$ cat src/rtl/ccff_loader_pkg.sv
// Shared types for the ccff chain loader: the pass-level FSM state encoding.
package ccff_loader_pkg;

    typedef enum logic [1:0] {
        IDLE  = 2'd0,
        SHIFT = 2'd1,
        DONE  = 2'd2
    } ccff_ld_state_t;

endpackage

$ cat src/rtl/ccff_readback_packer.sv
// Captures bits leaving the ccff chain tail and packs them LSB-first into readback
// words, holding each word on a valid/ready register until the consumer takes it.
module ccff_readback_packer #(
    parameter int WORD_W = 8
) (
    input  logic              prog_clk,
    input  logic              prog_reset,
    input  logic              i_clear,
    input  logic              i_capture,
    input  logic              i_last,
    input  logic              i_tail,
    input  logic              i_rb_ready,
    output logic              o_rb_valid,
    output logic [WORD_W-1:0] o_rb_data
);
    localparam int RC_W = $clog2(WORD_W + 1);

    logic [RC_W-1:0]   r_cnt;
    logic [WORD_W-1:0] r_shift;
    logic [WORD_W-1:0] r_data;
    logic              r_valid;
    logic [WORD_W-1:0] w_shift_next;
    logic              w_word_done;

    // Positions at and above r_cnt are always zero, so OR-ing in the new bit is enough
    // and leaves the upper bits of a partial final word at zero.
    assign w_shift_next = r_shift | (WORD_W'(i_tail) << r_cnt);
    assign w_word_done  = i_capture && (i_last || (r_cnt == RC_W'(WORD_W - 1)));

    always_ff @(posedge prog_clk or posedge prog_reset) begin
        if (prog_reset) begin
            r_cnt   <= '0;
            r_shift <= '0;
            r_data  <= '0;
            r_valid <= 1'b0;
        end else begin
            if (i_clear) begin
                r_cnt   <= '0;
                r_shift <= '0;
            end else if (i_capture) begin
                if (w_word_done) begin
                    r_cnt   <= '0;
                    r_shift <= '0;
                    r_data  <= w_shift_next;
                end else begin
                    r_cnt   <= r_cnt + RC_W'(1);
                    r_shift <= w_shift_next;
                end
            end

            if (w_word_done) begin
                r_valid <= 1'b1;
            end else if (r_valid && i_rb_ready) begin
                r_valid <= 1'b0;
            end
        end
    end

    assign o_rb_valid = r_valid;
    assign o_rb_data  = r_data;

endmodule

$ cat src/rtl/ccff_chain_loader.sv
// Serialises host words onto a ccff chain head with a gated shift enable, and
// returns the bits leaving the chain tail as packed readback words.
module ccff_chain_loader #(
    parameter int CHAIN_LEN = 3,
    parameter int WORD_W    = 8,
    parameter int CNT_W     = $clog2(CHAIN_LEN + 1)
) (
    input  logic              prog_clk,
    input  logic              prog_reset,
    input  logic              start,
    output logic              busy,
    output logic              done,
    input  logic              in_valid,
    output logic              in_ready,
    input  logic [WORD_W-1:0] in_data,
    output logic              ccff_head,
    output logic              shift_en,
    input  logic              ccff_tail,
    output logic              rb_valid,
    input  logic              rb_ready,
    output logic [WORD_W-1:0] rb_data
);
    import ccff_loader_pkg::*;

    localparam int BL_W = $clog2(WORD_W + 1);
    localparam int MW   = (CNT_W > BL_W) ? CNT_W : BL_W;

    ccff_ld_state_t    r_state;
    ccff_ld_state_t    w_state_next;
    logic [CNT_W-1:0]  r_total_left;
    logic [CNT_W-1:0]  r_load_left;
    logic [BL_W-1:0]   r_bits_left;
    logic [WORD_W-1:0] r_word;

    logic              w_stall;
    logic              w_load;
    logic              w_last_bit;
    logic              w_start_pass;
    logic [BL_W-1:0]   w_load_bits;

    assign w_stall      = rb_valid && !rb_ready;
    assign shift_en     = (r_state == SHIFT) && (r_bits_left != '0) && !w_stall;
    assign ccff_head    = r_word[0];
    // Prefetch: a word may land on the same edge that shifts out the last bit of the
    // previous one, so back-to-back words keep shift_en high without a bubble.
    assign in_ready     = (r_state == SHIFT) && (r_load_left != '0) &&
                          ((r_bits_left == '0) || ((r_bits_left == BL_W'(1)) && shift_en));
    assign w_load       = in_valid && in_ready;
    assign w_last_bit   = shift_en && (r_total_left == CNT_W'(1));
    assign w_start_pass = (r_state == IDLE) && start;
    assign w_load_bits  = (MW'(r_load_left) > MW'(WORD_W)) ? BL_W'(WORD_W)
                                                           : BL_W'(r_load_left);

    // NOTE: every output of this block gets a default first, so no path leaves one
    // unassigned and no latch is inferred.
    always_comb begin
        w_state_next = r_state;
        busy         = 1'b0;
        done         = 1'b0;
        case (r_state)
            IDLE: begin
                if (start) w_state_next = SHIFT;
            end
            SHIFT: begin
                busy = 1'b1;
                if (w_last_bit) w_state_next = DONE;
            end
            DONE: begin
                busy         = 1'b1;
                done         = 1'b1;
                w_state_next = IDLE;
            end
            default: w_state_next = IDLE;
        endcase
    end

    // NOTE: state is updated with non-blocking assignments so every flop samples the
    // pre-edge values, matching how the hardware behaves.
    always_ff @(posedge prog_clk or posedge prog_reset) begin
        if (prog_reset) begin
            r_state      <= IDLE;
            r_total_left <= '0;
            r_load_left  <= '0;
            r_bits_left  <= '0;
            r_word       <= '0;
        end else begin
            r_state <= w_state_next;
            if (w_start_pass) begin
                r_total_left <= CNT_W'(CHAIN_LEN);
                r_load_left  <= CNT_W'(CHAIN_LEN);
                r_bits_left  <= '0;
                r_word       <= '0;
            end else begin
                if (shift_en) r_total_left <= r_total_left - CNT_W'(1);
                if (w_load) begin
                    r_word      <= in_data;
                    r_bits_left <= w_load_bits;
                    r_load_left <= r_load_left - CNT_W'(w_load_bits);
                end else if (shift_en) begin
                    r_word      <= r_word >> 1;
                    r_bits_left <= r_bits_left - BL_W'(1);
                end
            end
        end
    end

    ccff_readback_packer #(
        .WORD_W (WORD_W)
    ) u_packer (
        .prog_clk   (prog_clk),
        .prog_reset (prog_reset),
        .i_clear    (w_start_pass),
        .i_capture  (shift_en),
        .i_last     (w_last_bit),
        .i_tail     (ccff_tail),
        .i_rb_ready (rb_ready),
        .o_rb_valid (rb_valid),
        .o_rb_data  (rb_data)
    );

endmodule
$ cat config.mk
export PLATFORM = sky130hd
export DESIGN_NAME = ccff_chain_loader
export DESIGN_NICKNAME = d
export VERILOG_FILES = /design/src/rtl/ccff_loader_pkg.sv /design/src/rtl/ccff_readback_packer.sv /design/src/rtl/ccff_chain_loader.sv
export SDC_FILE = /design/constraint.sdc
export NUM_CORES = 1
export LEC_CHECK = 0
export ABC_AREA = 1
export CORE_ASPECT_RATIO = 1.75
export CORE_MARGIN = 2
export CORE_UTILIZATION = 49
export DETAILED_ROUTE_END_ITERATION = 8
export PLACE_DENSITY = 0.75
export SYNTH_ARGS = -nofsm -noshare
export SYNTH_HDL_FRONTEND = slang
export SYNTH_SLANG_ARGS = --single-unit
export TNS_END_PERCENT = 20
$ cat constraint.sdc
create_clock -name prog_clk -period 1.6 [get_ports prog_clk]
set_input_delay 0.48 -clock prog_clk [delete_from_list [all_inputs] [get_ports prog_clk]]
set_output_delay 0.48 -clock prog_clk [all_outputs]
set_load 0.1 [all_outputs]
# Yosys cells after proc, flatten, opt, wreduce, memory -nomap -nowiden
# Index checks and enable logic that the tools add are counted.
totals:
  reg_bits: 39
  input_bits: 14
  out_inout_bits: 14
  wordCells: 74
op_classes:
  n_addsub: 4
  magnitude_cmp: 1
  eq_ne: 7
  shifts: 1
  mux: 24
  n_bitwise: 2
  n_reduce_logical: 26
op_table:
  columns: ["op", "n"]
  rows:
  - ["2-to-1 mux 8 bit", 6]
  - ["2-to-1 mux 4 bit", 7]
  - ["2-to-1 mux 2 bit", 6]
  - ["logical AND 1 bit", 11]
  - ["bitwise OR 8 bit", 1]
  - ["nonzero test 2 bit", 4]
  - ["left shift 1 x 4 -> 8 bit", 1]
  - ["adder 4 x 1 -> 4 bit, second input constant", 1]
  - ["equality test 2 x 1 -> 1 bit, second input constant", 2]
  - ["equality test 4 x 1 -> 1 bit, second input constant", 1]
  - ["equality test 4 x 3 -> 1 bit, second input constant", 1]
  - ["> comparator 2 x 4 -> 1 bit, second input constant", 1]
  - ["logical NOT 4 bit", 1]
  - ["2-to-1 mux 1 bit", 4]
  - ["case mux 2 bit (2 select lines)", 1]
  - ["nonzero test 4 bit", 1]
  - ["subtractor 4 x 1 -> 4 bit, second input constant", 1]
  - ["AND reduction 3 bit", 1]
  - ["nonzero test 3 bit", 1]
  - ["equality test 2 bit, second input constant", 1]
  - ["logical NOT 1 bit", 2]
  - ["logical NOT 2 bit", 1]
  - ["logical OR 1 bit", 2]
  - ["!= test 2 x 1 -> 1 bit, second input constant", 1]
  - ["other kinds (6)", 6]

# Depth between registers and ports, before layout
# Gate-level depths: netlist of run 1.
logic_depth:
  ltp_word: 10
  mapped_depth: 12
  depth_no_buf: 11

# Cells and area by module
# From an unflattened synthesis of run 1, not the netlist that was laid out.
unflattened:
  hier_cells: 268
  area_unflattened_um2: 2072.0
by_module_without_submodules:
  columns: ["module", "instances", "cells_per_inst", "area_per_inst_um2", "seq_area_each_um2"]
  rows:
  - ["ccff_chain_loader", 1, 136, 1061.0, 425.4]
  - ["ccff_readback_packer", 1, 132, 1011.0, 525.5]

# Worst setup path after synthesis of run 1
# No wires, ideal clock.
synth_timing:
  kind: "register to output"
  startpoint: "reg u_packer.r_valid, in the netlist u_packer.o_rb_valid"
  endpoint: "out in_ready"
  arrival_ns: 2.657
  t_required_ns: 1.120
  setup_slack_ns: -1.537
  path_stages_with_launch: 4
  path_buffers: 0
  path_cell_list: "dfrtp_1 > a21boi_4 > nand2_2 > a21oi_1"
synth_via:
  elab_chain_len: 6
synth_rtl:
  columns: ["element", "line", "rtl"]
  rows:
  - ["start, declared", "ccff_readback_packer.sv:21", "logic r_valid;"]
  - ["start signal, assigned", "ccff_readback_packer.sv:35", "r_valid <= 1'b0;"]
  - ["start signal, assigned", "ccff_readback_packer.sv:52", "r_valid <= 1'b1;"]
  - ["start signal, assigned", "ccff_readback_packer.sv:54", "r_valid <= 1'b0;"]
  - ["logical AND 1 bit", "ccff_chain_loader.sv:41", "assign w_stall = rb_valid && !rb_ready;"]
  - ["logical NOT 1 bit", "ccff_chain_loader.sv:42", "assign shift_en = (r_state == SHIFT) && (r_bits_left != '0) && !w_stall;"]
  - ["logical AND 1 bit", "ccff_chain_loader.sv:42", null]
  - ["logical AND 1 bit", "ccff_chain_loader.sv:47", "((r_bits_left == '0) || ((r_bits_left == BL_W'(1)) && shift_en));"]
  - ["logical OR 1 bit", "ccff_chain_loader.sv:47", null]
  - ["logical AND 1 bit", "ccff_chain_loader.sv:46", "assign in_ready = (r_state == SHIFT) && (r_load_left != '0) &&"]
  - ["end, declared", "ccff_chain_loader.sv:14", "output logic in_ready,"]
# No other way between the ends.

# Final worst setup path of run 1
layout_timing:
  startpoint: "reg r_state[1]"
  endpoint: "out in_ready"
layout_via:
  elab_chain_len: 6
  elab_cells_between_ends: 7
  cone_classes: "eq/ne (1); reduce/logical (6)"
layout_rtl:
  columns: ["element", "line", "rtl"]
  rows:
  - ["start, declared", "ccff_chain_loader.sv:28", "ccff_ld_state_t r_state;"]
  - ["start signal, assigned", "ccff_chain_loader.sv:87", "r_state <= w_state_next;"]
  - ["equality test 2 x 1 -> 1 bit *", "ccff_chain_loader.sv:42, ccff_chain_loader.sv:46", null]
  - ["logical AND 1 bit (2 in series)", "ccff_chain_loader.sv:42", null]
  - ["logical AND 1 bit", "ccff_chain_loader.sv:47", null]
  - ["logical OR 1 bit", "ccff_chain_loader.sv:47", null]
  - ["logical AND 1 bit *", "ccff_chain_loader.sv:46", null]
# Mark *: on every way between the ends. The rest lies on a longest branch, timed or not.

==> results of run 1 <==
metal layers:
layer	global-route usage	wire length [um]
met4	0.161	212
met1	0.251	1990
met5	0	0
met3	0.0468	152
met2	0.449	3350
worst min-delay path by stage:
stage,end,startpoint,cells past startpoint
2_1_floorplan,r_load_left[0]$_DFFE_PP0P_,r_load_left[0]$_DFFE_PP0P_,2
3_3_place_gp,r_load_left[0]$_DFFE_PP0P_,r_load_left[0]$_DFFE_PP0P_,2
3_5_place_dp,r_bits_left[1]$_DFFE_PP0P_,r_bits_left[1]$_DFFE_PP0P_,2
4_1_cts,r_total_left[0]$_DFFE_PP0P_,r_total_left[0]$_DFFE_PP0P_,1
5_1_grt,r_total_left[0]$_DFFE_PP0P_,r_total_left[0]$_DFFE_PP0P_,1
6_report,r_total_left[0]$_DFFE_PP0P_,r_total_left[0]$_DFFE_PP0P_,1
synth_stat cells, drive strengths merged:
library cell and n:
nand4 9, xor2 2, nand3 8, nand2 78
a21boi 3, ha 10, o21ai 14, nor2 13
xnor2 1, o21bai 3, a21oi 18, dfrtp 38
inv 31, nor3 2, clkbuf 1, o22ai 2
buf 3
stage by stage:
| stage | setup TNS, ns | utilization |
|---|---|---|
| 3_3_place_gp | -13.13 | 0.681 |
| 6_report | -7.57 | 0.788 |
| 2_1_floorplan | -0.814 | - |
| 4_1_cts | -3.52 | 0.756 |
| 5_1_grt | -10.11 | 0.788 |
| 3_5_place_dp | -15.10 | 0.681 |
flip-flops by register name, indices dropped and copies added, names as in the netlist:
register,flops
r_total_left,2
u_packer.o_rb_valid,1
u_packer.r_shift,8
r_word,8
u_packer.o_rb_data,8
r_state,2
r_bits_left,4
u_packer.r_cnt,4
r_load_left,1
final cells by class:
class | instances | share of cell area
multi-input combinational | 165 | 0.358
clock inverter | 1 | 0.00936
tap | 49 | 0.0191
timing repair inverter | 1 | 0.00234
clock buffer | 6 | 0.0257
timing repair buffer | 68 | 0.245
sequential | 38 | 0.298
inverter | 31 | 0.0425
power breakdown:
group          total, uW  switching, uW  internal (uW)
clock                828            329            499
sequential          1590            299           1290
combinational       5030           3010           2020
worst register-to-register path: stages (launching register included):
cell and delay [ns]:
dfrtp_1 0.40, inv_2 0.08, ha_4 0.13, a21boi_4 0.19, nand2_2 0.10, buf_4 0.14, buf_6 0.11, nand2_4 0.07
nand3_4 0.16, buf_6 0.18, buf_4 0.13, nand2_2 0.04, nand2_1 0.05, nand2_1 0.07
logic make-up after synthesis:
family                     Yosys count  synth area share
adders and majority gates           10            0.0611
and+or+nand+nor                    110             0.262
AOI/OAI and AO/OA                   40             0.127
buffers and inverters               35            0.0733
DFF                                 38             0.465
xor gates and xnor gates             3            0.0128
repair_timing:
item,CTS,global route
gates resized for setup,35,26
buffers inserted,9,4
pin swaps,10,16
gates cloned,2,1
setup endpoints to repair,35,41
==> qor.csv, run 1 <==
stage,metric,value,unit
status,status,"finished, violations left",
status,failing checks,setup timing,
sta,Final period util,1.27,
floorplanning,chip width,52.9,um
routing,vias per cell,5.30,
setup_path,worst path cell trace,"inv_2, ha_4, a21boi_4, nand2_2, a21oi_4, buf_12",
setup_path,Critical Path AT,1.54,ns
routing,Starting DRT DRC Count,48,
setup_path,reg2reg setup slack,-0.31,ns
sta,Final min period,2.02,ns
yosys,sequential area share after synthesis,0.465,
setup_path,slowest stage cell on the critical path,dfrtp_1,
sta,fin. max-slew vios,0,
routing,Residual DRC,0,
cts,Root Driver,clkbuf_8,
floorplanning,Die ar.,0.00473,sq mm
yosys,Synth Register Bits,38,
layout,"Area growth, synth to finish",56.7,%
setup_path,critical path class,register to output port,
layout,fillers,256,
setup_path,data required time of the worst path,1.12,ns
yosys,Yosys cell types,28,
layout,multi-input logic area,0.00115,sq mm
setup_path,CP bufs+invs,2,
yosys,top-area cell type share of the netlist area,0.465,
floorplanning,initial core utilization,0.503,
setup_path,CP endpoint kind,output port,
layout,nets,334,
sta,RSZ-0062 raised after global routing,yes,
setup_path,reg2reg end,r_bits_left[0]$_DFFE_PP0P_,
grt,number of global-route vias before repair,1981,
sta,final hold slack,0.485,ns
floorplanning,IO Pins,28,
cts,CTS Hold Bufs,0,
cts,number of buffers created by CTS,5,
layout,"commonest non-fill, non-tap cell in the layout",nand2_1,
setup_path,Crit path largest cell delay,0.40,ns
routing,drt pass-1 iters,4,
yosys,Synth area leader,dfrtp_1,
setup_path,reg2reg start,r_state[1]$_DFFE_PP0P_,
setup_path,Critical Path Fanout Max,2,
yosys,"Avg Cell Area, Syn",8.67,sq um
grt,largest net degree at the start of global routing,23,
cts,clock slew at reported path FFs,0.07,ns
layout,share of cells above drive strength 1,0.406,
placement,Place WS,-0.582,ns
setup_path,Setup crit start,r_state[1]$_DFFE_PP0P_,
sta,count of final setup violators,38,
sta,Max transition margin,0.776,
yosys,synthesized area,0.00205,sq mm
sta,slew at the pin closest to its max-slew limit,0.335,ns
setup_path,cell count along the critical path,6,
placement,RePlAce Congestion,0.793,
power,Leak,0.00154,uW
setup_path,Critical Path End,in_ready,
grt,remaining global-route overflow,0,
yosys,Post-Syn Nets,260,
cts,Clock Path Buffers,2,
floorplanning,die height,89.5,um
cts,CTS Sinks,38,
placement,Detailed Place HPWL,3440,um
floorplanning,Core ar.,0.00407,sq mm
placement,post-placement cell area,0.00277,sq mm
layout,Layout Cells excl Fill,359,
power,power per standard cell area,2320,mW/mm^2
floorplanning,placement row count,31,
setup_path,cell family with most CP delay,flip-flops,
placement,Buffers on Ports,27,
layout,antenna cell count,0,
layout,register area,956,sq um
layout,Final Cell Area,0.00321,sq mm
sta,final setup skew,0.00658,ns
setup_path,worst r2r path cells,13,
cts,CTS tree,done,
grt,initial antenna violation count,0,
cts,clk_lat worst skew,0.29,ns
sta,FMAX,494,MHz
sta,Final Hold Fails,0,
grt,first-pass GRT wire length,8520,um
run,# Max-Cap Violations,0,
routing,routed wire length,5700,um
cts,H-tree depth,2,
layout,most frequent cells in the layout,"nand2_1, dfrtp_1, buf_4, inv_1, buf_12",
routing,routed vias,1904,
grt,GRT Util Overall,0.248,
routing,drt wl/cell,15.9,um
setup_path,CP Launch Type,register,
yosys,Yosys Warn Count,0,
routing,Post-DRT Antenna Nets,0,
hold_path,Hold Crit Class,register to register,
yosys,cells after synthesis,236,
power,Final Power,7440,uW
power,peak supply drop,1.86,mV
sta,PnR worst setup slack,-0.424,ns
yosys,largest cells by area after synthesis,"dfrtp_1, nand2_1, ha_1",
placement,Placed Cells,338,
No activity file was read; power rests on OpenSTA's default activity.
==> run 2: changes to the inputs <==
GPL_ROUTABILITY_DRIVEN = 0   (was default)
==> results of run 2 <==
The final DEF is identical to that of run 1; final timing and power are the same.
==> run 3: changes to the inputs <==
CORE_UTILIZATION = 35   (was 49)
PLACE_DENSITY = default   (was 0.75)
==> run 3 against run 2 <==
  * The flow still finishes with violations (setup timing)
  * Wire length is 22% lower
  * Maximum frequency is 0.69% higher
  * Sequential share of layout area is 1.5 points higher
  * Largest power group unchanged
==> qor.csv, run 3 (synthesized netlist as in run 1, its figures left out) <==
stage,metric,value,unit,change
layout,nets,327,,-2.1%
sta,count of final setup violators,25,,-34%
hold_path,Hold Path End,r_load_left[0]$_DFFE_PP0P_,,
run,# Max-Cap Violations,0,,unchanged
hold_path,worst hold path depth,2,,+1
placement,Placed Cells,367,,+8.6%
power,sw frac,0.483,,-0.00544
grt,remaining global-route overflow,0,,unchanged
layout,Layout Cells excl Fill,380,,+5.8%
setup_path,worst r2r path cells,14,,+1
grt,first-pass GRT wire length,7770,um,-8.8%
routing,drt pass-1 iters,4,,unchanged
power,power per standard cell area,2210,mW/mm^2,-4.6%
cts,CTS Hold Bufs,0,,unchanged
power,part of the power in registers,0.227,,+0.014
setup_path,Critical Path AT,1.53,ns,about the same
power,Pint,3490,uW,-8.3%
routing,Residual DRC,0,,unchanged
sta,fin. max-slew vios,0,,unchanged
setup_path,reg2reg start,r_state[1]$_DFFE_PP0P_,,
layout,"Area growth, synth to finish",49.1,%,
floorplanning,chip width,61.8,um,+17%
power,Clk network pwr share,0.114,,+0.003
hold_path,HP Start,r_load_left[0]$_DFFE_PP0P_,,
cts,CTS Sinks,38,,unchanged
placement,Buffers on Ports,27,,unchanged
sta,final setup skew,0.00875,ns,+0.00217 ns
sta,Max transition margin,0.822,,+0.0459
placement,Place WS,-0.551,ns,+0.0307 ns
power,Leak,0.00151,uW,-2.3%
routing,Post-DRT Antenna Nets,0,,unchanged
setup_path,critical path class,register to output port,,
routing,routed vias,1709,,-10%
sta,PnR worst setup slack,-0.410,ns,+0.0138 ns
placement,Detailed Place HPWL,3330,um,-3.1%
setup_path,data required time of the worst path,1.12,ns,about the same
sta,Final Hold Fails,0,,unchanged
cts,number of buffers created by CTS,5,,unchanged
sta,Final period util,1.26,,-0.00863
status,status,"finished, violations left",,
hold_path,Hold Crit Class,register to register,,
cts,Root Driver,clkbuf_8,,
power,peak supply drop,1.47,mV,-21%
routing,Starting DRT DRC Count,125,,+160%
grt,largest net degree at the start of global routing,39,,+70%
routing,drt wl/cell,11.7,um,-26%
setup_path,Critical Path Fanout Max,2,,unchanged
sta,RSZ-0062 raised after global routing,yes,,
sta,FMAX,497,MHz,+0.69%
power,Final Power,6750,uW,-9.3%
sta,slew at the pin closest to its max-slew limit,0.266,ns,-0.0687 ns
sta,Final min period,2.01,ns,-0.0138 ns
setup_path,CP endpoint kind,output port,,
floorplanning,initial core utilization,0.364,,-0.139
floorplanning,die height,105,um,+18%
cts,Clock Path Buffers,2,,unchanged
cts,clock slew at reported path FFs,0.08,ns,about the same
grt,number of global-route vias before repair,1798,,-9.2%
cts,CTS tree,done,,
power,net switching power,3260,uW,-10%
setup_path,CP Launch Type,register,,
floorplanning,Die ar.,0.00650,sq mm,+37%
floorplanning,Core ar.,0.00563,sq mm,+38%
routing,vias per cell,4.50,,-15%
grt,GRT Util Overall,0.159,,-0.0900
layout,most frequent cells in the layout,"nand2_1, dfrtp_1, buf_4, inv_1, buf_12",,
layout,antenna cell count,0,,unchanged
cts,H-tree depth,2,,unchanged
floorplanning,placement row count,36,,+16%
setup_path,reg2reg end,r_word[1]$_DFFE_PP0P_,,
floorplanning,IO Pins,28,,unchanged
layout,"commonest non-fill, non-tap cell in the layout",nand2_1,,
grt,initial antenna violation count,0,,unchanged
setup_path,reg2reg setup slack,-0.34,ns,-0.03 ns
cts,clk_lat worst skew,0.29,ns,about the same
routing,routed wire length,4460,um,-22%
power,combinational share of power,0.659,,-0.017
layout,share of cells above drive strength 1,0.316,,-0.0907
status,failing checks,setup timing,,
## run 3: worst max-delay path: stages (launching register included)
cell      delay [ns]
dfrtp_1         0.39
inv_2           0.08
ha_4            0.12
a21boi_4        0.21
nand2_2         0.10
a21oi_4         0.15
buf_12          0.19
## run 3: worst max-delay path by stage
stage / from / end / cells past startpoint
after floorplan: u_packer.o_rb_valid$_DFFE_PP0P_ / in_ready / 3
after global placement: rb_ready / in_ready / 6
after detailed placement: rb_ready / in_ready / 6
after CTS: r_state[1]$_DFFE_PP0P_ / in_ready / 6
after global routing: r_state[1]$_DFFE_PP0P_ / in_ready / 6
final: r_state[1]$_DFFE_PP0P_ / in_ready / 6
## run 3: area by class of cell
type / count / area (sq um)
clock buffers: 8 / 110
fillers: 515 / 2580
inverters: 31 / 131
multi-input cells: 164 / 1020
flip-flops and latches: 38 / 955
well taps: 76 / 95.1
repair buffers: 63 / 736
## run 3: repair_timing
item,CTS,global route
endpoints found under the setup margin,39,40
resized for setup,17,4
gates cloned,1,0
pin swaps,6,3
setup buffers,3,3
## run 3: metrics by stage
| stage | setup TNS [ns] | area, sq um | util | hold slack, ns |
|---|---|---|---|---|
| 6_report | -5.56 | 3050 | 0.542 | 0.479 |
| 5_1_grt | -9.75 | 3050 | 0.542 | 0.502 |
| 4_1_cts | -4.48 | 3030 | 0.538 | 0.485 |
| 3_5_place_dp | -16.80 | 2830 | 0.503 | 0.466 |
| 3_3_place_gp | -16.70 | 2830 | 0.503 | 0.453 |
| 2_1_floorplan | -0.814 | 2080 | - | 0.442 |
## run 3: routing by layer
metal  routed length (um)  share of wire  global-route usage
met4                  106          0.024              0.0623
met5                    0              0                   0
met3                  100          0.022              0.0309
met1                 1840           0.41               0.181
met2                 2410           0.54               0.275
## run 3: power by group through the flow
stage / Sequential [uW] / Combinational (uW) / Clock [uW]
global placement: 1540 / 4220 / 0
global route: 1570 / 4770 / 840
CTS: 1530 / 4450 / 794
floorplan: 2230 / 1940 / 0
finish: 1530 / 4450 / 767
detailed placement: 1540 / 4260 / 0
==> RTL change 1, RTL diff (config.mk and constraints of run 2) <==
Re-encode `ccff_ld_state_t` (3 states) as one-hot, 3 bits wide.
--- a/src/rtl/ccff_loader_pkg.sv
+++ b/src/rtl/ccff_loader_pkg.sv
@@ -2,8 +2,8 @@
 package ccff_loader_pkg;
 
-    typedef enum logic [1:0] {
-        IDLE  = 2'd0,
-        SHIFT = 2'd1,
-        DONE  = 2'd2
+    typedef enum logic [2:0] {
+        IDLE  = 3'b001,
+        SHIFT = 3'b010,
+        DONE  = 3'b100
     } ccff_ld_state_t;
 
Behaviour: same outputs for any inputs over 10 cycles, from zero or initial values and one cycle with prog_reset high; not proved beyond that.
==> RTL change 1 against run 2 <==
  * The run still ends with setup timing left
  * Die area is 2.1% lower
  * Sequential cell count increased by 1
  * Worst setup slack lost 0.0074 ns
  * Register-to-register slack improved by 0.09 ns
  * First-iteration DRC count down 40%
  * Utilization shrank 0.95 points
  * Routed wire length down 4.9%
  * Area after synthesis decreased by 2.3%
  * Cell area down 5.3%
  * Critical path type unchanged
Power is not compared: it rests on default switching activity, and its combinational part moved more than twofold at a synthesized area within 25%.
==> RTL change 1: results (changes against run 2) <==
status finished with violations; Commonest cells post-synth nand2_1 (78), dfrtp_1 (38), inv_1 (24); drt total wl 5.42 mm (-4.9%); share of cells above drive strength 1 36.5% (-4.2 points); area post-placement 2710 um2 (-2.4%); cells on worst reg2reg path 11 (-2); worst slew pin tran 0.322 ns (-0.0134 ns); hold_sp r_word[1]$_DFFE_PP0P_; initial drt markers 29 (-40%); Fin Hold WS 0.487 ns (+0.00227 ns); cell count after synthesis 240 (+1.7%); Worst R2R Setup Slack -0.22 ns (+0.09 ns); largest cells by area after synthesis dfrtp_1 (48%), nand2_1 (15%), inv_1 (4.5%); Mapped Nets 259 (-0.38%); critical path startpoint r_bits_left[1]$_DFFE_PP0P_; failing checks setup timing; Layout area overhead 51.8%; setup ws final -0.432 ns (-0.00740 ns); pre-CTS WS -0.491 ns (+0.0908 ns); Synth cell types 30 (+7.1%); GRT Total Usage 26.0% (+1.1 points); Final Skew 0.00717 ns (+0.000592 ns); TritonCTS Buffers 5 (unchanged); Worst Hold End r_word[1]$_DFFE_PP0P_; vias per cell 5.29 (-0.30%); Final Setup Violations 39 (+2.6%); reg-to-reg endpoint r_bits_left[0]$_DFFE_PP0P_; Final TNS setup -5.37 ns (+2.20 ns); Detail Placement HPWL 3.53 mm (+2.7%); final-layout fill cell count 258 (+0.78%); first-pass GRT wire length 8.76 mm (+2.8%); register area share after synthesis 48.8% (+2.4 points); hold path depth 2 (+1); Placed Instances 338 (unchanged); Critical Path Max Stage Delay 0.37 ns (-0.03 ns); WL per Instance 15.2 um (-4.6%)
RTL change 1: cell count changes in the layout (fill, tap and decap cells not counted), sizes merged, moves of 2 or more:
| cell | before | now |
|---|---|---|
| a21oi | 19 | 7 |
| nand3 | 8 | 17 |
| nand2 | 78 | 84 |
| ha | 10 | 5 |
| nor2 | 14 | 18 |
| o21ai | 14 | 18 |
| clkinv | 0 | 3 |
| inv | 31 | 28 |
| o21bai | 3 | 0 |
| a21boi | 3 | 1 |
| buf | 55 | 53 |
| o22ai | 2 | 0 |
| o31ai | 0 | 2 |
RTL change 1: power breakdown:
part	internal, mW	total, mW	switching (mW)
combinational	0.866	2.05	1.19
clock	0.298	0.651	0.352
sequential	1.14	1.28	0.140
total	2.31	3.99	1.68
RTL change 1: cells by family (layout without fill, tap and decap cells):
family | count (synthesis) | in the layout | synth area share [%]
DFF | 39 | 39 | 48.8
and+or+nand+nor | 132 | 133 | 30.3
buffers and inverters | 33 | 102 | 7.32
AOI/OAI and AO/OA | 29 | 29 | 9.51
xor gates and xnor gates | 2 | 2 | 0.876
adders and majority gates | 5 | 5 | 3.13
RTL change 1: what timing repair did:
action / in CTS / in global routing
pin swaps: 10 / 14
buffers inserted: 6 / 5
gates resized for setup: 26 / 27
gates cloned: 1 / 0
endpoints found under the setup margin: 40 / 40
RTL change 1: cell type report:
cell class	count	share of cell area, %
repair buffers	66	24.5
clock buffers	5	2.27
flip-flops and latches	39	32.3
clock inverters	3	0.494
multi-input cells	169	34.4
inverters	28	4.04
well taps	48	1.98
RTL change 1: metal layers:
metal | up-vias | global-route usage (%) | share of wire, %
met2 | 53 | 49.3 | 58
met1 | 914 | 24.8 | 33
met3 | 20 | 4.39 | 3.6
met4 | 0 | 15.4 | 4.8
met5 | - | 0 | 0
li1 | 906 | - | -
==> RTL change 2, RTL diff (flow settings as in run 2) <==
Made on the original files. `CHAIN_LEN`: 3 -> 6.
--- a/src/rtl/ccff_chain_loader.sv
+++ b/src/rtl/ccff_chain_loader.sv
@@ -2,5 +2,5 @@
 // returns the bits leaving the chain tail as packed readback words.
 module ccff_chain_loader #(
-    parameter int CHAIN_LEN = 3,
+    parameter int CHAIN_LEN = 6,
     parameter int WORD_W    = 8,
     parameter int CNT_W     = $clog2(CHAIN_LEN + 1)
Behaviour: not the same (Yosys sat finds a counterexample within 10 cycles, from zero or initial values and one cycle with prog_reset high).
==> RTL change 2 against run 2 <==
  * The run still ends with setup timing left
  * Cell area is 1.3% higher
  * Die area rose by 2.4%
  * Via count is 4.5% higher
  * Sequential cell count grew 1
  * Area after synthesis rose by 2.6%
  * Register-to-register slack gained 0.18 ns
  * Power fell by 20%
  * Cell count grew 5.0%
  * Utilization grew 0.26 points
  * Worst hold slack worse by 0.032 ns
  * Non-clock buffer count increased by 3
  * Routed wire length is 3.3% higher
  * Worst setup slack improved by 0.063 ns
==> RTL change 2: results (changes against run 2) <==
vias in the first global route 2,127 (+7.4%); FFs w/ async S/R, synth 100% (unchanged); nonclk buf count 71 (+4.4%); Placed Instances 353 (+4.4%); Seq area share 30.2% (+0.35 points); largest net degree at the start of global routing 21 (-8.7%); Clk pin slew, worst setup/hold paths 0.08 ns; initial antenna violation count 0 (unchanged); Fin Hold WS 0.453 ns (-0.0322 ns); area post-placement 2830 um2 (+1.9%); Max VDD drop 1.73 mV (-6.8%); Hold WC Path Type in2async; Syn Std Cell Area 2100 um2 (+2.6%); H-tree levels 2 (unchanged); Non-Filler Instances 377 (+5.0%); largest cells by area after synthesis dfrtp_1 (46%), nand2_1 (17%), ha_1 (6.6%); Final Setup Violations 37 (-2.6%); Final non-clock buffer share 25.3% (+0.77 points); failing checks setup timing; Synth cell types 29 (+3.6%); Crit Path Category reg2out; register area share after synthesis 46.5% (about the same); reg-to-reg endpoint r_word[2]$_DFFE_PP0P_; ant diodes 0 (unchanged); status finished with violations; first-pass GRT wire length 9.45 mm (+11%); CTS max path bufs 2 (unchanged); Multi-input gate area 1150 um2 (+0.55%); Commonest cells post-synth nand2_1 (97), dfrtp_1 (39), inv_1 (28); Arr. time, crit path 1.48 ns (-0.06 ns); layout clock buffer count 7 (+1); CTS Sinks 39 (+2.6%); multi-input logic cell count 177 (+7.3%); Final TNS setup -3.04 ns (+4.53 ns); pre-CTS WS -0.522 ns (+0.0593 ns); Int Pwr 3.17 mW (-17%); setup ws final -0.362 ns (+0.0625 ns); sequential cell area 980 um2 (+2.5%); cells on worst reg2reg path 11 (-2); drt total wl 5.89 mm (+3.3%); ANT nets after route 0 (unchanged); DR pass1 iterations 4 (unchanged); Detail Placement HPWL 3.91 mm (+14%); Mapped Nets 279 (+7.3%); Worst R2R Setup Slack -0.13 ns (+0.18 ns); Synth Warn # 0 (unchanged); share of cells above drive strength 1 33.8% (-6.8 points); cell count after synthesis 254 (+7.6%); final-layout fill cell count 268 (+4.7%); Final clock-cell share 2.50% (-1.0 points); Slew headroom 76.1% (-1.5 points); GRT Total Usage 26.6% (+1.8 points); inverter count 33 (+3.1%); leakage 1.60 nW (+3.9%); Final Skew 0.00564 ns (-0.000940 ns); vias 1,990 (+4.5%); Critical R2R Launch r_bits_left[1]$_DFFE_PP0P_; EDFF count, synth 0 (unchanged); maximum fanout along the worst path 3 (+1); initial drt markers 64 (+33%)
RTL change 2: how the worst max path moves through the flow:
stage | startpoint | end | slack [ns]
after floorplan | u_packer.o_rb_valid$_DFFE_PP0P_ | in_ready | -0.36
after global placement | rb_ready | in_ready | -0.52
after detailed placement | rb_ready | in_ready | -0.52
after CTS | r_bits_left[0]$_DFFE_PP0P_ | in_ready | -0.36
after global routing | r_bits_left[0]$_DFFE_PP0P_ | in_ready | -0.44
final | r_bits_left[1]$_DFFE_PP0P_ | in_ready | -0.36
RTL change 2: power groups by stage:
stage	logic, mW	clock network, mW	registers, mW
2_1_floorplan	1.86	0	1.53
3_3_place_gp	2.96	0	1.42
3_5_place_dp	3.05	0	1.44
4_1_cts	3.56	0.658	1.42
5_1_grt	4.19	0.693	1.45
6_report	3.90	0.656	1.43
RTL change 2: per-layer routing:
layer  GRT usage [%]  share of wire [%]  vias up
li1                -                  -      955
met5               0                  0        -
met3            4.30                2.6       21
met4            17.1                4.6        0
met1            26.7                 34      955
met2            47.2                 59       59
RTL change 2: critical path, cell delays in order (launching register included):
cell,delay [ns]
dfrtp_1,0.40
inv_2,0.11
ha_4,0.15
nand2_4,0.06
o21ai_4,0.14
nand2_2,0.08
clkinvlp_4,0.08
buf_12,0.17
RTL change 2: what timing repair did:
item,CTS,global route
setup buffers,16,4
resized for setup,32,24
pin swaps,11,21
setup endpoints to repair,37,42
cloned,2,0
RTL change 2: logic make-up after synthesis:
kind of cell	share of synthesized area, %
compound gates	8.82
xor+xnor	1.25
fa+ha+maj	6.56
buf+inv	8.34
flops	46.5
simple gates	28.5
